`src/rtl/buf_col_sel_counter.sv`:
```
// Column-select register for the line-buffer muxes: direct load, stepped sweeps
// (single-shot or continuous wrap) and event pulses toward the buffer controller.
module buf_col_sel_counter #(
    parameter int SEL_W     = 2,
    parameter int NUM_COLS  = 3,
    parameter int START_COL = 0
) (
    input  logic                CLK,
    input  logic                RST_ASYNC_N,
    input  logic                CLEAR,
    input  logic                LOAD_EN,
    input  logic [SEL_W-1:0]    LOAD_VAL,
    input  logic                START,
    input  logic                STOP,
    input  logic                STEP_EN,
    input  logic                WRAP_MODE,
    output logic [SEL_W-1:0]    SEL_OUT,
    output logic [NUM_COLS-1:0] SEL_ONEHOT,
    output logic                BUSY,
    output logic                WRAP_PULSE,
    output logic                DONE,
    output logic                LOAD_ERR
);

    typedef enum logic {
        IDLE  = 1'b0,
        SWEEP = 1'b1
    } state_t;

    localparam logic [SEL_W-1:0]    LAST_SEL  = SEL_W'(NUM_COLS - 1);
    localparam logic [SEL_W-1:0]    START_SEL = SEL_W'(START_COL);
    localparam logic [NUM_COLS-1:0] ONE_HOT0  = NUM_COLS'(1);

    state_t                r_state;
    state_t                w_stateNext;
    logic [SEL_W-1:0]      r_sel;
    logic [SEL_W-1:0]      w_selNext;
    logic [NUM_COLS-1:0]   r_oneHot;
    logic                  r_wrapPulse;
    logic                  r_done;
    logic                  r_loadErr;
    logic                  w_wrap;
    logic                  w_done;
    logic                  w_loadErr;

    always_ff @(posedge CLK or negedge RST_ASYNC_N) begin
        if (!RST_ASYNC_N) begin
            r_state     <= IDLE;
            r_sel       <= START_SEL;
            r_oneHot    <= ONE_HOT0 << START_SEL;
            r_wrapPulse <= 1'b0;
            r_done      <= 1'b0;
            r_loadErr   <= 1'b0;
        end else begin
            r_state     <= w_stateNext;
            r_sel       <= w_selNext;
            r_oneHot    <= ONE_HOT0 << w_selNext;
            r_wrapPulse <= w_wrap;
            r_done      <= w_done;
            r_loadErr   <= w_loadErr;
        end
    end

    // Priority CLEAR > STOP > LOAD/START > STEP_EN; STOP only has meaning in SWEEP.
    always_comb begin
        w_stateNext = r_state;
        w_selNext   = r_sel;
        w_wrap      = 1'b0;
        w_done      = 1'b0;
        w_loadErr   = 1'b0;
        if (CLEAR) begin
            w_stateNext = IDLE;
            w_selNext   = START_SEL;
        end else if (r_state == SWEEP) begin
            if (STOP) begin
                w_stateNext = IDLE;
            end else begin
                w_loadErr = LOAD_EN;
                if (STEP_EN) begin
                    if (r_sel == LAST_SEL) begin
                        w_selNext = '0;
                        w_wrap    = 1'b1;
                        if (!WRAP_MODE) begin
                            w_done      = 1'b1;
                            w_stateNext = IDLE;
                        end
                    end else begin
                        w_selNext = r_sel + 1'b1;
                    end
                end
            end
        end else begin
            if (LOAD_EN) begin
                if (LOAD_VAL <= LAST_SEL) begin
                    w_selNext = LOAD_VAL;
                end else begin
                    w_loadErr = 1'b1;
                end
            end
            if (START) begin
                w_stateNext = SWEEP;
            end
        end
    end

    assign SEL_OUT    = r_sel;
    assign SEL_ONEHOT = r_oneHot;
    assign BUSY       = (r_state == SWEEP);
    assign WRAP_PULSE = r_wrapPulse;
    assign DONE       = r_done;
    assign LOAD_ERR   = r_loadErr;

endmodule

```
`config.mk`:
```
export PLATFORM = sky130hd
export DESIGN_NAME = buf_col_sel_counter
export DESIGN_NICKNAME = d
export VERILOG_FILES = /design/src/rtl/buf_col_sel_counter.sv
export SDC_FILE = /design/constraint.sdc
export NUM_CORES = 1
export LEC_CHECK = 0
export ABC_CLOCK_PERIOD_IN_PS = 2100
export BUFFER_PORTS_ARGS = -buffer_cell sky130_fd_sc_hd__clkbuf_2
export CORE_AREA = 2 2 39 41
export CTS_CLUSTER_SIZE = 40
export DETAILED_ROUTE_END_ITERATION = 16
export DIE_AREA = 0 0 41 43
export MAX_ROUTING_LAYER = met4
export PLACE_DENSITY = 0.66
export SLEW_MARGIN = 25
export SYNTH_ARGS = -nofsm -noshare
export SYNTH_HDL_FRONTEND = slang
export SYNTH_SLANG_ARGS = --single-unit
```
`constraint.sdc`:
```
create_clock -name CLK -period 2.1 [get_ports CLK]
set_clock_uncertainty 0.05 [all_clocks]
set_input_delay 0.21 -clock CLK [delete_from_list [all_inputs] [get_ports CLK]]
set_output_delay 0.21 -clock CLK [all_outputs]
set_load 0.02 [all_outputs]
```
Word-level counts from Yosys, hierarchy flattened
Cells that the tools add are included.
Widths: inputs -> output; s select.

word-level totals
  logic and storage cells = 40
  bits in latches = 0
  register bits after elaboration = 9
  ROM bits = 0
  memories kept = 0
  input bits = 10
  bits in writable memories = 0

cells by class
  div/mod/pow operators = 0
  multiply operators = 0
  bitwise operators = 0
  reductions and logical operators = 0
  shifts and indexed selects = 1
  magnitude comparators = 1
  mux-type cells = 30
  add/sub/neg operators = 1
  equality and inequality tests = 1

operator list
  kind                 count
  $mux 1               23
  $mux 2               7
  $shl 1x2->3 const A  1
  $add 2x1->2 const B  1
  $eq 2x2->1 const B   1
  $le 2x2->1 const B   1

Logic depth before layout (Yosys ltp)
  word-level depth = 7
  depth in mapped cells = 4
  mapped depth without buffers = 4

Least setup slack after synthesis
No wires, ideal clock.

  path kind = register to register
  start = reg r_sel[0], in the netlist SEL_OUT[0]
  end = reg r_oneHot[2], in the netlist SEL_ONEHOT[2]
  arrival = 1.018 ns
  stages on the path, launching flop included = 5
  buffers on the path = 0
  slack = 0.908 ns
  library setup time = 0.124 ns
  path through = dfrtp_1 nor2b_1 mux2i_1 o22ai_2 nor2b_1

on the way
  word-level cells in the longest chain between the ends = 7

ends and longest elaborated chain
  what                                       line    text
  from (decl)                                36      logic [SEL_W-1:0] r_sel;
  from (signal assigned)                     56      r_sel <= w_selNext;
  $add 2x1->2 or $eq 2x2->1 (tied branches)  88, 80
  $mux 2 (*)                                 80      if (r_sel == LAST_SEL) begin
  $mux 2 (*)                                 79      if (STEP_EN) begin
  $mux 2 (*)                                 75      if (STOP) begin
  $mux 2 (*)                                 74      end else if (r_state == SWEEP) begin
  $mux 2 (*)                                 71      if (CLEAR) begin
  named net w_selNext[1]                     37      logic [SEL_W-1:0] w_selNext;
  $shl 1x2->3 (*)                            57      r_oneHot <= ONE_HOT0 << w_selNext;
  to (signal assigned)                       50      r_oneHot <= ONE_HOT0 << START_SEL;
  to (signal assigned)                       57
  to (decl)                                  38      logic [NUM_COLS-1:0] r_oneHot;

The timed path passes the listed nets; every way through them passes the cells marked *.

Final worst setup path
  start = reg r_state, in the netlist BUSY
  end = reg r_oneHot[1], in the netlist SEL_ONEHOT[1]

on the way
  word-level cells in the longest chain between the ends = 3

ends and longest elaborated chain
  what                    line  text
  from (decl)             34    state_t r_state;
  from (signal assigned)  55    r_state <= w_stateNext;
  $mux 2                  74
  $mux 2                  71
  named net w_selNext[0]  37
  $shl 1x2->3             57

The timed path passes the listed nets, and every way through them passes these cells.

==> flow_summary.json <==
{
  "cts_hold_buf": 1,
  "antenna_found_initial": 0,
  "hold_class": "primary input to flip-flop",
  "grt-ovfl-total": 0,
  "drc_errors": 0,
  "drtIter0Drc": 10,
  "synth.cell_area_sq_um": 408,
  "final_cell_mix": "clkbuf_2, dfrtp_1, nor2_1",
  "arrival_ns": 1.43,
  "relSlewSlack_pct": 84.6,
  "worst_pin_slew_ns": 0.230,
  "diodes": 0,
  "drv_cap": 0,
  "hold_slack_ns": 0.0744,
  "worstPathRequired_ns": 2.23,
  "fin_crit_sh_pct": 62.1,
  "synth.distinct_cells": 16,
  "final-setup-viol-count": 0,
  "finalWirelength_um": 889,
  "hold_viol": 0,
  "coreArea_sq_mm": 0.00138,
  "routed_via_density": 4.56,
  "cts_made_buffers": 3,
  "nFillCells": 148,
  "critical_path_class": "flip-flop to flip-flop",
  "status": "completed",
  "endpoint_kind": "flip-flop",
  "fin_crit_ns": 1.30,
  "clockRootBuffer": "clkbuf_4",
  "rows": 14,
  "irDropWorstVdd_uv": 432,
  "min_path_cells": 2,
  "synth_seq_cells": 9,
  "maxSlewViolCount": 0,
  "die_h_um": 43,
  "io_pins": 19,
  "die_x_um": 41,
  "yosys_warnings": 0,
  "final-instance-count-excl-fill": 77,
  "startpoint_type": "flip-flop",
  "place_inst": 72,
  "clk_path_buf_depth": 2,
  "leakage_nw": 0.285,
  "grt_first_pass_wirelength_mm": 1.48,
  "routabilityCongestion": 0.732,
  "portBuffers": 18,
  "rsz0062_at_grt": "false",
  "firstDrtPassIters": 4,
  "wl_per_cell_um": 11.5,
  "vias": 351,
  "grt_pass1_vias": 368,
  "syn_nets": 48,
  "drtAntennaViolNets": 0,
  "cts_tree": "yes",
  "seq_area_frac_synth_pct": 55.5,
  "worst_r2r_path_depth": 4,
  "drive_gt1_share_pct": 42.6,
  "nets": 72,
  "final_common_cell": "clkbuf_2",
  "cts_resized": 0,
  "grt.total_usage_pct": 13.3,
  "initial_core_util_pct": 29.5,
  "max_clock_freq_mhz": 767,
  "grt_max_degree": 10,
  "cts.clk_slew.worst_paths_ns": 0.06,
  "insertion_delay_ns": 0.25,
  "total_power_mw": 0.399,
  "die_area_sq_mm": 0.00176,
  "dp_hpwl_um": 712,
  "syn_area_per_cell_sq_um": 10.7,
  "cts_setup_buffers": 0,
  "placed_cell_area_sq_um": 518,
  "finalSetupTns_ns": 0,
  "design_area_sq_um": 554,
  "path_max_fanout": 4,
  "syn_inst": 38,
  "clock-sinks": 9,
  "p_per_area_mw_per_mm2": 720,
  "area_growth_pct": 35.9,
  "htreeDepth": 1
}
metrics by stage:
stage / worst slack [ns] / utilization [%]
after floorplan: 0.908 / -
after global placement: 0.867 / 37.4
after detailed placement: 0.816 / 37.4
after CTS: 0.782 / 40.1
after global routing: 0.726 / 40.1
final: 0.795 / 40.1
Yosys cell counts:
library cell  number  area share (%)
nor2b_1            3             4.6
mux2i_1            2             4.9
o21ai_1            3             3.7
nand2_1            2             1.8
nand3b_1           1             1.8
nand2b_1           1             1.5
or2_1              1             1.5
dfrtp_1            8              49
inv_1              3             2.8
mux2_2             1             2.8
a21oi_1            2             2.5
nor3_1             2             2.5
nor2b_4            1             3.4
dfstp_2            1             6.4
nor2_1             5             4.6
o22ai_2            2             6.1
sequential cells by signal (all words and copies together) (netlist names):
name / count
SEL_ONEHOT: 3
SEL_OUT: 2
BUSY: 1
DONE: 1
LOAD_ERR: 1
WRAP_PULSE: 1
where the power goes:
part           switching, mW  internal, mW  leakage, nW
Sequential           0.00720         0.186        0.119
Combinational         0.0447        0.0312        0.151
Clock                 0.0571        0.0730       0.0150
layer usage:
metal / vias up / wire, um / global-route usage [%]
met5: - / 0 / -
met4: 0 / 0 / 2.00
li1: 172 / - / -
met3: 0 / 78 / 7.85
met1: 163 / 344 / 13.7
met2: 16 / 466 / 21.6
kinds of logic after synthesis:
group	after synthesis	synth area share [%]
AO/OA/AOI/OAI	7	12.3
buffers and inverters	3	2.76
flip-flops	9	55.5
multiplexers	3	7.67
AND/OR/NAND/NOR	16	21.8
area by class of cell:
| type | instances | area [sq um] | area share (%) |
|---|---|---|---|
| flip-flops and latches | 9 | 226 | 40.9 |
| multi-input cells | 26 | 170 | 30.7 |
| repair buffers | 19 | 100 | 18.1 |
| clock buffers | 4 | 26.3 | 4.74 |
| well taps | 16 | 20.0 | 3.61 |
| inverters | 3 | 11.3 | 2.03 |
critical path, stage by stage, from the launching register on:
cell     delay (ns)
dfrtp_1        0.41
nor2_1         0.20
o21ai_1        0.11
o22ai_2        0.26
nor2b_1        0.19
final timing paths:
| kind | start | to | slack [ns] |
|---|---|---|---|
| min reg2reg | BUSY | LOAD_ERR | 0.59 |
| max | BUSY | SEL_ONEHOT[1] | 0.80 |
| min in group asynchronous | RST_ASYNC_N | BUSY | 0.30 |
| max reg2reg | BUSY | SEL_ONEHOT[1] | 0.80 |
| min | WRAP_MODE | DONE | 0.07 |
| max in group asynchronous | RST_ASYNC_N | SEL_ONEHOT[0] | 1.45 |
Power figures use the tool's default switching activity.
